`src/rtl/sr_latch_driver_if.sv`:
```
// Handshake, latch-drive and feedback bundle for sr_latch_driver.
// master = requester plus latch cell; slave = the driver itself.
interface sr_latch_driver_if #(
  parameter int CNT_W = 8
);
  logic             req_valid;
  logic             req_set;
  logic             ready;
  logic             s;
  logic             r;
  logic             q_fb;
  logic             qb_fb;
  logic             done;
  logic             err;
  logic [CNT_W-1:0] err_cnt;

  modport master (
    output req_valid,
    output req_set,
    output q_fb,
    output qb_fb,
    input  ready,
    input  s,
    input  r,
    input  done,
    input  err,
    input  err_cnt
  );

  modport slave (
    input  req_valid,
    input  req_set,
    input  q_fb,
    input  qb_fb,
    output ready,
    output s,
    output r,
    output done,
    output err,
    output err_cnt
  );
endinterface

```
`src/rtl/sr_latch_driver.sv`:
```
// Pulses s or r of a NOR SR latch, settles, then checks Q/QB feedback.
// Optional SR_FB_SYNC_EN: 2-flop feedback synchronizers, settle +2 cycles.
module sr_latch_driver #(
  parameter int PULSE_W = 2,
  parameter int GAP_W   = 1,
  parameter int CNT_W   = 8
) (
  input logic            clk,
  input logic            rst,
  sr_latch_driver_if.slave bus
);

`ifdef SR_FB_SYNC_EN
  localparam int SETTLE_N = GAP_W + 2;
`else
  localparam int SETTLE_N = GAP_W;
`endif
  localparam int MAX_N = (PULSE_W > SETTLE_N) ? PULSE_W : SETTLE_N;
  localparam int CW    = $clog2(MAX_N + 1);

  localparam logic [CW-1:0] PULSE_LD  = CW'(PULSE_W - 1);
  localparam logic [CW-1:0] SETTLE_LD = CW'(SETTLE_N - 1);

  typedef enum logic [1:0] {
    IDLE,
    PULSE,
    SETTLE,
    CHECK
  } state_e;

  state_e           state_q, state_d;
  logic [CW-1:0]    cnt_q, cnt_d;
  logic             cmd_q, cmd_d;
  logic             s_q, s_d;
  logic             r_q, r_d;
  logic             ready_q, ready_d;
  logic             done_q, done_d;
  logic             err_q, err_d;
  logic [CNT_W-1:0] err_cnt_q, err_cnt_d;

  logic q_use;
  logic qb_use;
  logic pass;

`ifdef SR_FB_SYNC_EN
  logic [1:0] q_sync_q, q_sync_d;
  logic [1:0] qb_sync_q, qb_sync_d;

  always_comb begin
    q_sync_d  = {q_sync_q[0], bus.q_fb};
    qb_sync_d = {qb_sync_q[0], bus.qb_fb};
  end

  // Reset to the latch's "cleared" pattern so a fresh check is consistent.
  always_ff @(posedge clk) begin
    if (rst) begin
      q_sync_q  <= 2'b00;
      qb_sync_q <= 2'b11;
    end else begin
      q_sync_q  <= q_sync_d;
      qb_sync_q <= qb_sync_d;
    end
  end

  assign q_use  = q_sync_q[1];
  assign qb_use = qb_sync_q[1];
`else
  assign q_use  = bus.q_fb;
  assign qb_use = bus.qb_fb;
`endif

  assign pass = (q_use == cmd_q) && (qb_use == ~cmd_q);

  always_comb begin
    state_d   = state_q;
    cnt_d     = cnt_q;
    cmd_d     = cmd_q;
    done_d    = 1'b0;
    err_d     = 1'b0;
    err_cnt_d = err_cnt_q;
    s_d       = 1'b0;
    r_d       = 1'b0;
    ready_d   = 1'b0;

    unique case (state_q)
      IDLE: begin
        if (bus.req_valid) begin
          state_d = PULSE;
          cmd_d   = bus.req_set;
          cnt_d   = PULSE_LD;
        end
      end
      PULSE: begin
        if (cnt_q == '0) begin
          state_d = SETTLE;
          cnt_d   = SETTLE_LD;
        end else begin
          cnt_d = cnt_q - CW'(1);
        end
      end
      SETTLE: begin
        if (cnt_q == '0) begin
          // Result is registered so it shows during the CHECK cycle.
          state_d = CHECK;
          cnt_d   = '0;
          done_d  = 1'b1;
          err_d   = ~pass;
          if (!pass && (err_cnt_q != '1)) begin
            err_cnt_d = err_cnt_q + CNT_W'(1);
          end
        end else begin
          cnt_d = cnt_q - CW'(1);
        end
      end
      CHECK: begin
        state_d = IDLE;
        cnt_d   = '0;
      end
      default: begin
        state_d = IDLE;
        cnt_d   = '0;
      end
    endcase

    // Drives follow the next state, so s and r are exclusive by construction.
    s_d     = (state_d == PULSE) &&  cmd_d;
    r_d     = (state_d == PULSE) && !cmd_d;
    ready_d = (state_d == IDLE);
  end

  always_ff @(posedge clk) begin
    if (rst) begin
      state_q   <= IDLE;
      cnt_q     <= '0;
      cmd_q     <= 1'b0;
      s_q       <= 1'b0;
      r_q       <= 1'b0;
      ready_q   <= 1'b1;
      done_q    <= 1'b0;
      err_q     <= 1'b0;
      err_cnt_q <= '0;
    end else begin
      state_q   <= state_d;
      cnt_q     <= cnt_d;
      cmd_q     <= cmd_d;
      s_q       <= s_d;
      r_q       <= r_d;
      ready_q   <= ready_d;
      done_q    <= done_d;
      err_q     <= err_d;
      err_cnt_q <= err_cnt_d;
    end
  end

  assign bus.s       = s_q;
  assign bus.r       = r_q;
  assign bus.ready   = ready_q;
  assign bus.done    = done_q;
  assign bus.err     = err_q;
  assign bus.err_cnt = err_cnt_q;

endmodule

```
`src/flat_wrapper.sv`:
```
// flat-port wrapper written by rule: the top's interface ports become plain ports
module sr_latch_driver_flat 
#(
  parameter int PULSE_W = 2,
  parameter int GAP_W   = 1,
  parameter int CNT_W   = 8
)
  (clk, rst, bus_req_valid, bus_req_set, bus_q_fb, bus_qb_fb, bus_ready, bus_s, bus_r, bus_done, bus_err, bus_err_cnt);
  sr_latch_driver_if #(.CNT_W(CNT_W)) bus_i ();
  input logic clk;
  input logic rst;
  input wire logic [$bits(bus_i.req_valid)-1:0] bus_req_valid;
  input wire logic [$bits(bus_i.req_set)-1:0] bus_req_set;
  input wire logic [$bits(bus_i.q_fb)-1:0] bus_q_fb;
  input wire logic [$bits(bus_i.qb_fb)-1:0] bus_qb_fb;
  output wire logic [$bits(bus_i.ready)-1:0] bus_ready;
  output wire logic [$bits(bus_i.s)-1:0] bus_s;
  output wire logic [$bits(bus_i.r)-1:0] bus_r;
  output wire logic [$bits(bus_i.done)-1:0] bus_done;
  output wire logic [$bits(bus_i.err)-1:0] bus_err;
  output wire logic [$bits(bus_i.err_cnt)-1:0] bus_err_cnt;
  assign bus_i.req_valid = bus_req_valid;
  assign bus_i.req_set = bus_req_set;
  assign bus_i.q_fb = bus_q_fb;
  assign bus_i.qb_fb = bus_qb_fb;
  assign bus_ready = bus_i.ready;
  assign bus_s = bus_i.s;
  assign bus_r = bus_i.r;
  assign bus_done = bus_i.done;
  assign bus_err = bus_i.err;
  assign bus_err_cnt = bus_i.err_cnt;
  sr_latch_driver #(.PULSE_W(PULSE_W), .GAP_W(GAP_W), .CNT_W(CNT_W)) u_core (.clk(clk), .rst(rst), .bus(bus_i));
endmodule
```
`config.mk`:
```
export PLATFORM = sky130hd
export DESIGN_NAME = sr_latch_driver_flat
export DESIGN_NICKNAME = d
export VERILOG_FILES = /design/src/rtl/sr_latch_driver_if.sv /design/src/rtl/sr_latch_driver.sv /design/src/flat_wrapper.sv
export SDC_FILE = /design/constraint.sdc
export NUM_CORES = 1
export LEC_CHECK = 0
export ABC_CLOCK_PERIOD_IN_PS = 4400
export BUFFER_PORTS_ARGS = -buffer_cell sky130_fd_sc_hd__buf_2
export CAP_MARGIN = 25
export CORE_MARGIN = 1
export CORE_UTILIZATION = 50
export CTS_CLUSTER_SIZE = 12
export DETAILED_ROUTE_END_ITERATION = 6
export GPL_TIMING_DRIVEN = 0
export HOLD_SLACK_MARGIN = 0.12
export PLACE_DENSITY = 0.75
export SLEW_MARGIN = 10
export SYNTH_ARGS = -nofsm -noshare
export SYNTH_HDL_FRONTEND = slang
export SYNTH_SLANG_ARGS = --single-unit
```
`constraint.sdc`:
```
create_clock -name clk -period 4.4 [get_ports clk]
set_input_delay 0.44 -clock clk [delete_from_list [all_inputs] [get_ports clk]]
set_output_delay 0.44 -clock clk [all_outputs]
set_load 0.01 [all_outputs]
```
==> metrics.md, run 1 <==
| Metric | Value |
|---|---|
| Outcome | `complete, no violations` |
| Pin count of the biggest net entering global routing | `11` |
| Wire length of the first global-routing pass | `3010 um` |
| Number of buffers between clock root and the deepest sink | `2` |
| Final-stage net count | `138` |
| Share of the yosys chip area belonging to registers | `40.5%` |
| Die ar. | `1950 um^2` |
| Final setup skew | `6.74 ps` |
| Type of destination of the critical path | `flop` |
| Crit Path Category | `reg -> reg` |
| Number of hold-repair buffers added at the cts stage | `0` |
| Final Hold Fails | `0` |
| Worst skew pair latency | `300 ps` |
| Number of global-route vias before repair | `723` |
| Hpwl dp | `1310 um` |
| Clk sinks | `18` |
| Cell type with the largest total area after synthesis | `sky130_fd_sc_hd__dfxtp_1` |
| CTS Root Cell | `sky130_fd_sc_hd__clkbuf_4` |
| Port bufs | `18` |
| Total Routing Usage GR | `20.8%` |
| Resized Gates After CTS | `0` |
| CP Data Arrival Time | `2400 ps` |
| IO Pins | `19` |
| Number of buffers created by CTS | `3` |
| Via-to-Cell Ratio | `5.73` |
| Wire per inst | `12.5 um` |
| Launching element type of the critical path | `flop` |
| CTS HTree Levels | `1` |
| Post-route DRC | `0` |
| Min-Delay Path Class | `in -> reg` |
| Number of max-slew violations in the final report | `0` |
| Share of layout cells above drive strength 1 | `19.5%` |
| Final cell utilization of the core | `64.8%` |
| Core region area | `1580 um^2` |
| Post-CTS setup buffer count | `0` |
| FF+latch count, synth | `18` |
| Leading post-synthesis cells by cell area | `sky130_fd_sc_hd__dfxtp_1 (41%), sky130_fd_sc_hd__ha_1 (9.8%), sky130_fd_sc_hd__a21oi_1 (5.1%)` |
| Routability cong. | `0.840` |
| Initial antenna violation count | `0` |
| Worst Setup SP | `u_core.state_q[0]` |
| Area share of the largest cell type after synthesis | `40.5%` |
| Slew HR | `48.2%` |
| DRT Wirelength | `1740 um` |
| Horiz. Die Dim | `44.2 um` |
| Achievable clock frequency | `448 MHz` |
| Final setup violation count | `0` |
| ANT nets after route | `0` |
| Beginning of the worst register-to-register path | `u_core.state_q[0]` |
| IR drop worst, VDD | `0.349 mV` |
| Beginning of the worst hold path | `rst` |
| Number of max-capacitance violations reported | `0` |
| Clock transition at the registers of the reported paths | `100 ps` |
| Area overhead of the layout relative to synthesis | `14.9%` |
| Final global-route overflow total | `0` |
| Yosys warnings | `0` |
| Initial core utilization | `56.4%` |
| Leak Pwr | `0.000461 uW` |
| Power Dens Cells | `470 nW/um^2` |
| Sum Neg Setup Slack | `0 ps` |
| Crit path required time | `4570 ps` |
| Distinct cell type count of the synthesized netlist | `32` |
| Clock period minus final worst setup slack | `2230 ps` |
| Transition time at the pin with the least slew margin | `775 ps` |
| First-pass DRT Iterations | `6` |
| Unrepaired setup endpoints after global routing | `no` |
| Synth Net Count | `115` |
| Mapped Avg Cell Area | `8.72 um^2` |
| Clock tree from TritonCTS | `yes` |
| Die Y | `44.2 um` |
| Netlist Area Pre-Place | `890 um^2` |
| Max FO, Critical Path | `10` |
| Synthesized instance count | `102` |
| Count of routing violations after the opening detailed-route iteration | `14` |
| Placement row count | `14` |
| Final clock period utilization by the worst path | `50.7%` |
| Count of inserted antenna diode cells | `0` |
| Vias | `796` |
==> cell usage in the layout (no fill, tap or decap), types with 2 or more instances in the layout <==
cell / n
sky130_fd_sc_hd__buf_2: 18
sky130_fd_sc_hd__dfxtp_1: 18
sky130_fd_sc_hd__nor2_1: 10
sky130_fd_sc_hd__a21oi_1: 9
sky130_fd_sc_hd__inv_1: 7
sky130_fd_sc_hd__ha_1: 7
sky130_fd_sc_hd__o21ai_0: 6
sky130_fd_sc_hd__nand2_1: 5
sky130_fd_sc_hd__nor3_1: 5
sky130_fd_sc_hd__and3_1: 4
sky130_fd_sc_hd__o31ai_1: 3
sky130_fd_sc_hd__nand3_1: 3
sky130_fd_sc_hd__clkbuf_4: 3
sky130_fd_sc_hd__or3_1: 2
sky130_fd_sc_hd__nor3b_1: 2
sky130_fd_sc_hd__or4_1: 2
sky130_fd_sc_hd__a211oi_1: 2
==> cell usage after synthesis <==
library cell / number
sky130_fd_sc_hd__dfxtp_1: 18
sky130_fd_sc_hd__nor2_1: 10
sky130_fd_sc_hd__a21oi_1: 9
sky130_fd_sc_hd__ha_1: 7
sky130_fd_sc_hd__inv_1: 7
sky130_fd_sc_hd__o21ai_0: 6
sky130_fd_sc_hd__nand2_1: 5
sky130_fd_sc_hd__nor3_1: 5
sky130_fd_sc_hd__and3_1: 4
sky130_fd_sc_hd__nand3_1: 3
sky130_fd_sc_hd__o31ai_1: 3
sky130_fd_sc_hd__a211oi_1: 2
sky130_fd_sc_hd__nor3b_1: 2
sky130_fd_sc_hd__or3_1: 2
sky130_fd_sc_hd__or4_1: 2
sky130_fd_sc_hd__a221oi_1: 1
sky130_fd_sc_hd__a22oi_1: 1
sky130_fd_sc_hd__a311oi_1: 1
sky130_fd_sc_hd__a31oi_1: 1
sky130_fd_sc_hd__and2_1: 1
sky130_fd_sc_hd__and3b_1: 1
sky130_fd_sc_hd__and4b_1: 1
sky130_fd_sc_hd__buf_4: 1
sky130_fd_sc_hd__clkbuf_1: 1
sky130_fd_sc_hd__mux2i_1: 1
sky130_fd_sc_hd__nand2b_1: 1
sky130_fd_sc_hd__nand3b_1: 1
sky130_fd_sc_hd__o21bai_1: 1
sky130_fd_sc_hd__o311ai_0: 1
sky130_fd_sc_hd__o41ai_1: 1
sky130_fd_sc_hd__or3_4: 1
sky130_fd_sc_hd__or3b_4: 1
==> power by group <==
| group | switching (uW) | internal (uW) |
|---|---|---|
| Clock | 49.9 | 31.9 |
| Sequential | 20.1 | 190 |
| Combinational | 112 | 76.8 |
| Total | 182 | 299 |
==> path summary, 6_finish.rpt <==
path / to / slack (ps) / cells past startpoint
setup / recovery: u_core.bus.err_cnt[4] / 2170 / 7
hold / removal: u_core.bus.err_cnt[6] / 380 / 2
setup reg to reg: u_core.bus.err_cnt[4] / 2170 / 7
hold reg to reg: u_core.bus.err_cnt[6] / 520 / 1
==> sequential cells by signal (all words and copies together) (netlist names) <==
| signal | flops |
|---|---|
| u_core.cmd_q | 1 |
| u_core.bus.s | 1 |
| u_core.state_q | 2 |
| u_core.bus.r | 1 |
| u_core.bus.err_cnt | 8 |
| u_core.bus.ready | 1 |
| u_core.bus.err | 1 |
| u_core.cnt_q | 2 |
| u_core.bus.done | 1 |
==> logic make-up after synthesis <==
logic type,Yosys count,synth area share [%]
AO/OA/AOI/OAI,27,19.0
buffers and inverters,9,4.22
AND/OR/NAND/NOR,40,25.3
adder cells (fa/ha/maj),7,9.84
flip-flops,18,40.5
multiplexers,1,1.13
==> through the flow <==
step / total power [uW] / std cells / setup slack (ps) / cell area, um^2 / hold WS (ps)
floorplan: 352 / 102 / 2340 / 890 / 505
global placement: 392 / 136 / 2240 / 1000 / 496
detailed placement: 402 / 136 / 2200 / 1000 / 503
CTS: 483 / 139 / 2190 / 1020 / 365
global route: 521 / 139 / 2030 / 1020 / 399
finish: 480 / 139 / 2170 / 1020 / 375
==> layout make-up <==
cell class / count / area [um^2]
flip-flops and latches: 18 / 360
multi-input cells: 75 / 492
clock buffers: 3 / 22.5
repair buffers: 18 / 90.1
inverters: 7 / 26.3
fillers: 152 / 554
well taps: 16 / 20.0
plain buffers: 2 / 11.3
==> worst max-delay path, cell delays in order, from the launching register on <==
cell                       delay (ps)
sky130_fd_sc_hd__dfxtp_1          350
sky130_fd_sc_hd__inv_1            140
sky130_fd_sc_hd__ha_1             190
sky130_fd_sc_hd__or3b_4           400
sky130_fd_sc_hd__or3_4            400
sky130_fd_sc_hd__buf_4            180
sky130_fd_sc_hd__o311ai_0         310
sky130_fd_sc_hd__o41ai_1          130
==> layer usage <==
metal / wire [um] / track usage [%] / part of all wire, % / vias to the layer above
met4: 40 / 12.7 / 2.3 / 0
met2: 766 / 32.1 / 44 / 17
met5: 0 / 0 / 0 / -
met3: 66 / 2.86 / 3.8 / 5
met1: 862 / 27.6 / 50 / 357
li1: - / - / - / 417
(Power assumes the default switching activity.)
==> run 2, diff against run 1 <==
--- a/config.mk
+++ b/config.mk
@@ -5,16 +5,16 @@
 export SDC_FILE = /design/constraint.sdc
 export NUM_CORES = 1
 export LEC_CHECK = 0
-export ABC_CLOCK_PERIOD_IN_PS = 4400
+export ABC_CLOCK_PERIOD_IN_PS = 1960
 export BUFFER_PORTS_ARGS = -buffer_cell sky130_fd_sc_hd__buf_2
 export CAP_MARGIN = 25
 export CORE_MARGIN = 1
-export CORE_UTILIZATION = 50
+export CORE_UTILIZATION = 47
 export CTS_CLUSTER_SIZE = 12
 export DETAILED_ROUTE_END_ITERATION = 6
 export GPL_TIMING_DRIVEN = 0
 export HOLD_SLACK_MARGIN = 0.12
-export PLACE_DENSITY = 0.75
+export PLACE_DENSITY = 0.74
 export SLEW_MARGIN = 10
 export SYNTH_ARGS = -nofsm -noshare
 export SYNTH_HDL_FRONTEND = slang
==> constraint.sdc (replaced) <==
create_clock -name clk -period 1.96 [get_ports clk]
set_input_delay 0.196 -clock clk [delete_from_list [all_inputs] [get_ports clk]]
set_output_delay 0.196 -clock clk [all_outputs]
set_load 0.01 [all_outputs]
==> run 2 against run 1 <==
The run now ends with setup timing left. Clock skew rose by 2.2 ps. Setup slack got worse by 2200 ps. Wire length rose by 6.0%. Largest power group is now combinational logic. Largest cell class unchanged.
==> metrics.md, run 2 (synthesis results as in run 1) <==
| Metric | Value |
|---|---|
| Unrepaired setup endpoints after global routing | `yes (was no)` |
| Clock tree from TritonCTS | `yes (unchanged)` |
| Port bufs | `18 (unchanged)` |
| R2R depth | `6 (was 7)` |
| CTS HTree Levels | `1 (unchanged)` |
| IO Pins | `19 (unchanged)` |
| Initial core utilization | `51.0% (was 56.4%)` |
| Final setup violation count | `2 (was 0)` |
| Cell with the largest stage delay on the worst path | `sky130_fd_sc_hd__or4_1 (was sky130_fd_sc_hd__or3b_4)` |
| Final global-route overflow total | `0 (unchanged)` |
| Number of max-slew violations in the final report | `0 (unchanged)` |
| Worst slack on hold paths | `140 ps (was 375 ps)` |
| Flip-flop count of the largest register after layout | `8 (unchanged)` |
| Die Y | `45.5 um (was 44.2 um)` |
| DRT Wirelength | `1840 um (was 1740 um)` |
| Beginning of the worst hold path | `rst (unchanged)` |
| Slew HR | `60.0% (was 48.2%)` |
| Top library cells by usage in the layout, fill and taps aside | `sky130_fd_sc_hd__buf_2 (19), sky130_fd_sc_hd__dfxtp_1 (16), sky130_fd_sc_hd__nor2_1 (10) (was sky130_fd_sc_hd__buf_2 (18), sky130_fd_sc_hd__dfxtp_1 (18), sky130_fd_sc_hd__nor2_1 (10))` |
| Post-route DRC | `0 (unchanged)` |
| Violated checks | `setup timing` |
| Clk sinks | `18 (unchanged)` |
| Beginning of the worst register-to-register path | `u_core.state_q[0] (unchanged)` |
| Crit path required time | `2170 ps (was 4570 ps)` |
| Share of layout cells above drive strength 1 | `27.6% (was 19.5%)` |
| Final non-filler cell area | `1100 um^2 (was 1020 um^2)` |
| Area overhead of the layout relative to synthesis | `24.2% (was 14.9%)` |
| Final clock period utilization by the worst path | `104% (was 50.7%)` |
| Worst skew pair latency | `290 ps (was 300 ps)` |
| Clock period minus final worst setup slack | `2040 ps (was 2230 ps)` |
| ANT nets after route | `0 (unchanged)` |
| Hold path cells | `2 (unchanged)` |
| Die ar. | `2070 um^2 (was 1950 um^2)` |
| Number of buffers between clock root and the deepest sink | `2 (unchanged)` |
| Final-stage net count | `141 (was 138)` |
| Wire length of the first global-routing pass | `2880 um (was 3010 um)` |
| Number of hold-repair buffers added at the cts stage | `0 (unchanged)` |
| Launching element type of the critical path | `flop (unchanged)` |
| Type of destination of the critical path | `flop (unchanged)` |
| Sum Neg Setup Slack | `-83.7 ps (was 0 ps)` |
| Total Routing Usage GR | `19.1% (was 20.8%)` |
| Achievable clock frequency | `491 MHz (was 448 MHz)` |
| Pin count of the biggest net entering global routing | `11 (unchanged)` |
| Hpwl dp | `1310 um (about the same)` |
| Power Dens Cells | `1080 nW/um^2 (was 470 nW/um^2)` |
| Horiz. Die Dim | `45.5 um (was 44.2 um)` |
| Wire per inst | `12.1 um (was 12.5 um)` |
| Min-Delay Path Class | `in -> reg (unchanged)` |
| Capture point of the worst reg-to-reg path | `u_core.bus.err_cnt[5] (was u_core.bus.err_cnt[4])` |
| Core region area | `1750 um^2 (was 1580 um^2)` |
| Worst R2R Setup Slack | `-80 ps (was 2170 ps)` |
| Count of inserted antenna diode cells | `0 (unchanged)` |
| Max FO, Critical Path | `4 (was 10)` |
| Crit Path Category | `reg -> reg (unchanged)` |
| Number of global-route vias before repair | `685 (was 723)` |
| Via-to-Cell Ratio | `5.63 (was 5.73)` |
| Clock transition at the registers of the reported paths | `100 ps (about the same)` |
| Placement row count | `15 (was 14)` |
| Leak Pwr | `0.000485 uW (was 0.000461 uW)` |
| Final Hold Fails | `0 (unchanged)` |
| Top cell family by delay on the critical path | `simple AND/OR/NAND/NOR gates (unchanged)` |
| Transition time at the pin with the least slew margin | `596 ps (was 775 ps)` |
| Filler instances | `151 (was 152)` |
| CTS Root Cell | `sky130_fd_sc_hd__clkbuf_4 (unchanged)` |
| Highest cell delay on the worst timing path | `510 ps (was 400 ps)` |
| Routability cong. | `0.826 (was 0.840)` |
| Number of buffers created by CTS | `3 (unchanged)` |
| Number of instances in the placed design | `145 (was 136)` |
| Crit path buf inv count | `1 (was 2)` |
| Final cell utilization of the core | `63.3% (was 64.8%)` |
| List of cells traversed by the critical path | `inv_2 -> ha_4 -> or3b_4 -> or3_4 -> or4_1 -> a21oi_1 (was inv_1 -> ha_1 -> or3b_4 -> or3_4 -> buf_4 -> o311ai_0 -> o41ai_1)` |
| IR drop worst, VDD | `0.768 mV (was 0.349 mV)` |
| PnR worst setup slack | `-76.0 ps (was 2170 ps)` |
| Initial antenna violation count | `0 (unchanged)` |
| Most common cell after layout, fill and taps aside | `sky130_fd_sc_hd__buf_2` |
| End point of the most critical hold path | `u_core.state_q[0] (was u_core.bus.err_cnt[6])` |
| Outcome | `finished, violations left (was complete, no violations)` |
| Final setup skew | `8.98 ps (was 6.74 ps)` |
| Cell area after placement | `1020 um^2 (was 1000 um^2)` |
| Count of routing violations after the opening detailed-route iteration | `30 (was 14)` |
| CP Data Arrival Time | `2250 ps (was 2400 ps)` |
| Number of max-capacitance violations reported | `0 (unchanged)` |
| Final non-filler cell total | `152 (was 139)` |
| First-pass DRT Iterations | `4 (was 6)` |
| Vias | `855 (was 796)` |
[run 2: per-stage QoR]
step,total power [uW],worst slack (ps)
floorplan,795,7.13
global placement,888,-69.4
detailed placement,908,-87.1
CTS,1180,-19.1
global route,1290,-146
finish,1200,-76.0
[run 2: area by class of cell]
type	instances	area (um^2)	share of cell area, %
Sequential cell	18	363	32.8
Buffer	2	15.0	1.36
Timing Repair Buffer	21	110	9.97
Inverter	7	26.3	2.38
Multi-Input combinational cell	75	523	47.3
Tap cell	25	31.3	2.83
Clock buffer	4	36.3	3.28
[run 2: worst max path at each step]
| stage | startpoint | end | slack (ps) | depth (start not counted) |
|---|---|---|---|---|
| 3_3_place_gp | u_core.state_q[0] | u_core.bus.err_cnt[0] | -70 | 7 |
| 2_1_floorplan | u_core.state_q[0] | u_core.bus.err_cnt[5] | 7 | 6 |
| 3_5_place_dp | u_core.state_q[0] | u_core.bus.err_cnt[5] | -90 | 6 |
| 6_report | u_core.state_q[0] | u_core.bus.err_cnt[5] | -80 | 6 |
| 5_1_grt | u_core.state_q[0] | u_core.bus.err_cnt[5] | -150 | 6 |
| 4_1_cts | u_core.state_q[0] | u_core.bus.err_cnt[5] | -20 | 6 |
[run 2: where the power goes]
| part | internal (uW) | leakage [uW] | switching, uW |
|---|---|---|---|
| clock | 113 | 0.0000210 | 109 |
| combinational | 212 | 0.000317 | 285 |
| sequential | 430 | 0.000147 | 45.8 |
[run 2: per-layer routing]
metal | GRT usage, % | vias to the layer above | wire (um)
li1 | - | 424 | -
met1 | 26.3 | 395 | 846
met2 | 27.1 | 34 | 852
met3 | 5.95 | 2 | 128
met4 | 7.88 | 0 | 12
met5 | 0 | - | 0
[run 2: timing repair]
action | CTS | global route
setup buffers | 2 | 0
pin swaps | 2 | 1
gates cloned | 1 | 0
endpoints found under the hold margin | 0 | 0
gates resized for setup | 3 | 3
setup endpoints to repair | 7 | 10
